==> src/rtl/uart_boot_loader.sv <==
// UART boot loader: frames received bytes into 32-bit little-endian words,
// writes them to instruction memory and releases the core once the checksum matches.
module uart_boot_loader #(
  parameter int          ADDR_W      = 10,
  parameter logic [7:0]  SYNC_BYTE   = 8'hA5,
  parameter int          TIMEOUT_CYC = 2_000_000
) (
  input  logic              clk,
  input  logic              rst_n,
  input  logic [7:0]        rx_byte,
  input  logic              rx_valid,
  output logic              mem_we,
  output logic [ADDR_W-1:0] mem_addr,
  output logic [31:0]       mem_wdata,
  output logic              cpu_hold,
  output logic              load_done,
  output logic              load_err
);

  typedef enum logic [2:0] {
    S_IDLE, S_LEN_LO, S_LEN_HI, S_DATA, S_CSUM, S_DONE, S_ERR
  } state_t;

  localparam int              TMO_W    = $clog2(TIMEOUT_CYC + 1);
  localparam logic [TMO_W-1:0] TMO_LAST = TMO_W'(TIMEOUT_CYC - 1);
  localparam logic [TMO_W-1:0] TMO_ONE  = TMO_W'(1);
  localparam logic [ADDR_W:0]  IDX_ONE  = (ADDR_W + 1)'(1);
  localparam logic [16:0]      MAX_N    = 17'(1) << ADDR_W;

  state_t           state;
  logic             rx_valid_q;
  logic [7:0]       len_lo;
  logic [ADDR_W:0]  len_n;
  logic [ADDR_W:0]  word_idx;
  logic [1:0]       byte_idx;
  logic [7:0]       csum;
  logic [23:0]      word_buf;
  logic [TMO_W-1:0] tmo_cnt;

  logic             stb;
  logic [15:0]      len_full;
  logic             len_bad;
  logic             active;
  logic             tmo_hit;
  logic [ADDR_W:0]  word_idx_nxt;

  always_comb begin
    stb          = rx_valid & ~rx_valid_q;
    len_full     = {rx_byte, len_lo};
    len_bad      = (len_full == 16'd0) || ({1'b0, len_full} > MAX_N);
    active       = (state == S_LEN_LO) || (state == S_LEN_HI) ||
                   (state == S_DATA)   || (state == S_CSUM);
    tmo_hit      = (tmo_cnt == TMO_LAST);
    word_idx_nxt = word_idx + IDX_ONE;
  end

  // Lanes 0..2 of the word under assembly; lane 3 goes straight to mem_wdata.
  always_ff @(posedge clk) begin
    if (state == S_DATA && stb) begin
      case (byte_idx)
        2'd0:    word_buf[7:0]   <= rx_byte;
        2'd1:    word_buf[15:8]  <= rx_byte;
        2'd2:    word_buf[23:16] <= rx_byte;
        default: ;
      endcase
    end
  end

  always_ff @(posedge clk or negedge rst_n) begin
    if (!rst_n) begin
      state      <= S_IDLE;
      rx_valid_q <= 1'b1;
      len_lo     <= '0;
      len_n      <= '0;
      word_idx   <= '0;
      byte_idx   <= '0;
      csum       <= '0;
      tmo_cnt    <= '0;
      mem_we     <= 1'b0;
      mem_addr   <= '0;
      mem_wdata  <= '0;
      cpu_hold   <= 1'b1;
      load_done  <= 1'b0;
      load_err   <= 1'b0;
    end else begin
      rx_valid_q <= rx_valid;
      mem_we     <= 1'b0;

      // Inter-byte watchdog only runs while a frame is in flight.
      if (active) begin
        if (stb) begin
          tmo_cnt <= '0;
        end else if (tmo_hit) begin
          tmo_cnt   <= '0;
          state     <= S_ERR;
          cpu_hold  <= 1'b1;
          load_done <= 1'b0;
          load_err  <= 1'b1;
        end else begin
          tmo_cnt <= tmo_cnt + TMO_ONE;
        end
      end else begin
        tmo_cnt <= '0;
      end

      if (stb) begin
        case (state)
          S_IDLE: if (rx_byte == SYNC_BYTE) state <= S_LEN_LO;
          S_LEN_LO: begin
            len_lo <= rx_byte;
            state  <= S_LEN_HI;
          end
          S_LEN_HI: begin
            if (len_bad) begin
              state     <= S_ERR;
              cpu_hold  <= 1'b1;
              load_done <= 1'b0;
              load_err  <= 1'b1;
            end else begin
              len_n    <= len_full[ADDR_W:0];
              word_idx <= '0;
              byte_idx <= '0;
              csum     <= '0;
              state    <= S_DATA;
            end
          end
          S_DATA: begin
            csum     <= csum ^ rx_byte;
            byte_idx <= byte_idx + 2'd1;
            if (byte_idx == 2'd3) begin
              mem_we    <= 1'b1;
              mem_addr  <= word_idx[ADDR_W-1:0];
              mem_wdata <= {rx_byte, word_buf};
              word_idx  <= word_idx_nxt;
              if (word_idx_nxt == len_n) state <= S_CSUM;
            end
          end
          S_CSUM: begin
            if (rx_byte == csum) begin
              state     <= S_DONE;
              cpu_hold  <= 1'b0;
              load_done <= 1'b1;
              load_err  <= 1'b0;
            end else begin
              state     <= S_ERR;
              cpu_hold  <= 1'b1;
              load_done <= 1'b0;
              load_err  <= 1'b1;
            end
          end
          S_DONE: begin
            if (rx_byte == SYNC_BYTE) begin
              state     <= S_LEN_LO;
              cpu_hold  <= 1'b1;
              load_done <= 1'b0;
            end
          end
          S_ERR: begin
            if (rx_byte == SYNC_BYTE) begin
              state    <= S_LEN_LO;
              load_err <= 1'b0;
            end
          end
          default: state <= S_IDLE;
        endcase
      end
    end
  end

endmodule

==> config.mk <==
export PLATFORM = sky130hd
export DESIGN_NAME = uart_boot_loader
export DESIGN_NICKNAME = d
export VERILOG_FILES = /design/src/rtl/uart_boot_loader.sv
export SDC_FILE = /design/constraint.sdc
export NUM_CORES = 1
export LEC_CHECK = 0
export ABC_AREA = 1
export CORE_AREA = 3 3 153 111
export DETAILED_ROUTE_END_ITERATION = 10
export DIE_AREA = 0 0 156 114
export PLACE_DENSITY = 0.65
export RECOVER_POWER = 25
export SLEW_MARGIN = 5
export SYNTH_ARGS = -nofsm -noshare
export SYNTH_HDL_FRONTEND = slang
export SYNTH_SLANG_ARGS = --single-unit
==> constraint.sdc <==
create_clock -name clk -period 3.9 [get_ports clk]
set_input_delay 0.39 -clock clk [delete_from_list [all_inputs] [get_ports clk]]
set_output_delay 0.39 -clock clk [all_outputs]
set_load 0.03 [all_outputs]
==> run_results.csv <==
group,metric,value,unit
timing,clock_skew,0.0129,ns
power,p_sw_share,30.9,%
final_layout,area_delta_synth_final,21.9,%
timing,rsz0062_at_grt,"no",
power,intPower,0.00280,W
synth,syn_avg_cell_area,8.63,um^2
synth,syn_inst,717,
power,p_per_area,537,nW/um^2
synth,synth_top_cell_area_share,44.1,%
cts,ctsRootBufferMaster,"clkbuf_16",
cts,clockBufferDepth,2,
synth,ys_seq_elements,135,
grt,grt_pass1_vias,4383,
final_layout,drive_gt1_share,8.19,%
final_layout,fin_nets,798,
timing,period_share,70.7,%
timing,setup_viol,0,
grt,grt_antenna_before_repair,0,
worst_setup_path,cp-end-kind,"asynchronous set/reset pin",
synth,async_reset_ff_share,82.2,%
synth,synth_ff_type,"dfrtp_1",
grt,grtUsageTotal,16.4,%
cts,clkTransAtPathRegs,0.07,ns
worst_hold_path,hold_depth,2,
worst_setup_path,worst_r2r_path_depth,8,
worst_hold_path,min_path_type,"flop to flop",
cts,clkLatencyLatePin,0.42,ns
worst_setup_path,worstSetupStartpointType,"input port",
grt,grt_pass1_wl,22900,um
grt,grt_start_max_net_pins,68,
final_layout,fill_cells,1422,
die,initial_utilization,40.0,%
cts,htreeDepth,4,
power,p_switching,0.00125,W
timing,maxSlewHeadroom,-58.0,%
worst_setup_path,crit_required,4.41,ns
final_layout,multi_input_area,2280,um^2
place,io_buffers,56,
cts,cts_sinks,135,
detailed_routing,routed_wl,14100,um
worst_setup_path,arrival,3.27,ns
synth,synth_top_area_cell,"dfrtp_1",
die,dieArea,17800,um^2
final_layout,fin_util,48.8,%
synth,synthTopCellsByArea,"dfrtp_1 (44%), nand2_1 (14%), edfxtp_1 (12%), inv_1 (4.8%), o21ai_0 (4.7%)",
die,rows,38,
power,pwr-share-clk,40.7,%
synth,syn_area,6190,um^2
timing,drv_slew,44,
synth,synth_edf_count,24,
timing,setup_tns,0,ns
detailed_routing,first_pass_iters,5,
grt,overflow,0,
die,core_area,15500,um^2
cts,cts_inserted_buffers,17,
detailed_routing,num_vias,4750,
synth,synth_nets,734,
die,fp.dieH,114,um
job,maxCapViolCount,1,
place,place_congestion,0.876,
power,p_comb_share,17.6,%
timing,hold_violations,0,
detailed_routing,vias_per_cell,4.78,
power,p_leak,3.48,nW
synth,ys_seq_area_share,56.6,%
synth,netlist-cell-type-count,36,
detailed_routing,wl_per_cell,14.1,um
power,pwr-share-seq,41.7,%
status,violations,"capacitance limit, slew limit",
final_layout,mostFrequentLayoutCells,"nand2_1 (239), dfrtp_1 (109), inv_1 (79)",
die,die_w,156,um
synth,yosys_warnings,0,
die,io_pins,57,
detailed_routing,drt-initial-drc-count,417,
worst_setup_path,path_class,"input port to asynchronous set/reset pin",
worst_setup_path,crit_fanout,43,
final_layout,layout_commonest_cell,"nand2_1",
place,hpwl,9800,um
status,status,"finished, violations left",
final_layout,antenna_cells,0,
final_layout,final-seq-area,3500,um^2
power,peakVddDrop,0.296,mV
cts,cts_tree,"done",
timing,post-route-min-period,2.76,ns
timing,worst_slew_pin_slew,2.37,ns
timing,fmax,363,MHz
detailed_routing,remaining_drc_errors,0,
detailed_routing,ant_nets,0,
## registers in the layout (all words and copies together), names as in the netlist
register    cells
load_done       1
byte_idx        2
word_idx       11
load_err        1
len_n          11
mem_we          1
word_buf       24
state           3
rx_valid_q      1
len_lo          8
tmo_cnt        21
cpu_hold        1
csum            8
mem_wdata      32
mem_addr       10
## stage by stage
step	cell area (um^2)	power, W	worst slack, ns	hold WS (ns)	cells
floorplan	6190	0.00218	2.20	0.0944	717
global placement	6930	0.00241	1.15	0.418	961
detailed placement	6930	0.00242	1.07	0.424	961
CTS	7550	0.00408	1.49	0.396	994
global route	7540	0.00427	0.569	0.456	994
finish	7540	0.00405	1.14	0.441	994
## timing repair
action	4_1_cts	5_1_grt
gates resized for setup	0	0
buffers inserted	0	0
hold buffers	1	0
hold endpoints to repair	22	0
## worst max-delay path, stage by stage
cell	delay, ns
dlygate4sd3_1	0.52
clkbuf_1	1.67
buf_4	0.63
## power groups by stage
stage | registers, W | clock network, W | logic [W]
6_report | 0.00169 | 0.00165 | 0.000712
5_1_grt | 0.00171 | 0.00174 | 0.000815
4_1_cts | 0.00169 | 0.00168 | 0.000713
3_5_place_dp | 0.00171 | 0 | 0.000704
3_3_place_gp | 0.00171 | 0 | 0.000702
2_1_floorplan | 0.00172 | 0 | 0.000462
## cells by family (layout without fill, tap and decap cells)
kind of cell	count (synthesis)	in the layout	share of synthesized area, %
simple gates	375	375	26.0
flops	135	135	56.6
buf+inv	99	176	6.57
compound gates	91	91	8.05
xor+xnor	11	11	1.56
fa+ha+maj	6	6	1.21
## routing by layer
layer	vias to the layer above	wire, um	GRT usage [%]
li1	2426	-	-
met1	2175	7470	25.3
met3	11	723	3.91
met2	138	5720	23.1
met4	0	140	4.24
met5	-	0	0
## area by class of cell
type	instances	area share [%]
multi-input cells	483	30.2
flip-flops and latches	135	46.4
clock inverters	13	2.04
repair buffers	61	7.88
well taps	200	3.32
clock buffers	19	6.02
inverters	83	4.13
## synthesized netlist by cell type (6+ instances only)
cell type  count
nor3_1         8
nand3_1       41
a21oi_1       16
nand4_1        9
dfrtp_1      109
edfxtp_1      24
clkbuf_1       7
o21ai_0       58
nor2_2         7
xnor2_1        6
o21ai_2        6
nor2_1        54
inv_1         79
nand2_1      239
ha_1           6
## final timing paths
path                                   start       endpoint  slack (ns)
worst max register to register    rx_valid_q  mem_wdata[31]        1.54
worst max-delay path                   rst_n       cpu_hold        1.14
worst min-delay path            word_buf[11]  mem_wdata[11]        0.44
min in group asynchronous              rst_n  mem_wdata[14]        1.22
max in group clk                  rx_byte[2]    word_idx[2]        1.38
worst min register to register  word_buf[11]  mem_wdata[11]        0.44
Power figures use the tool's default switching activity.
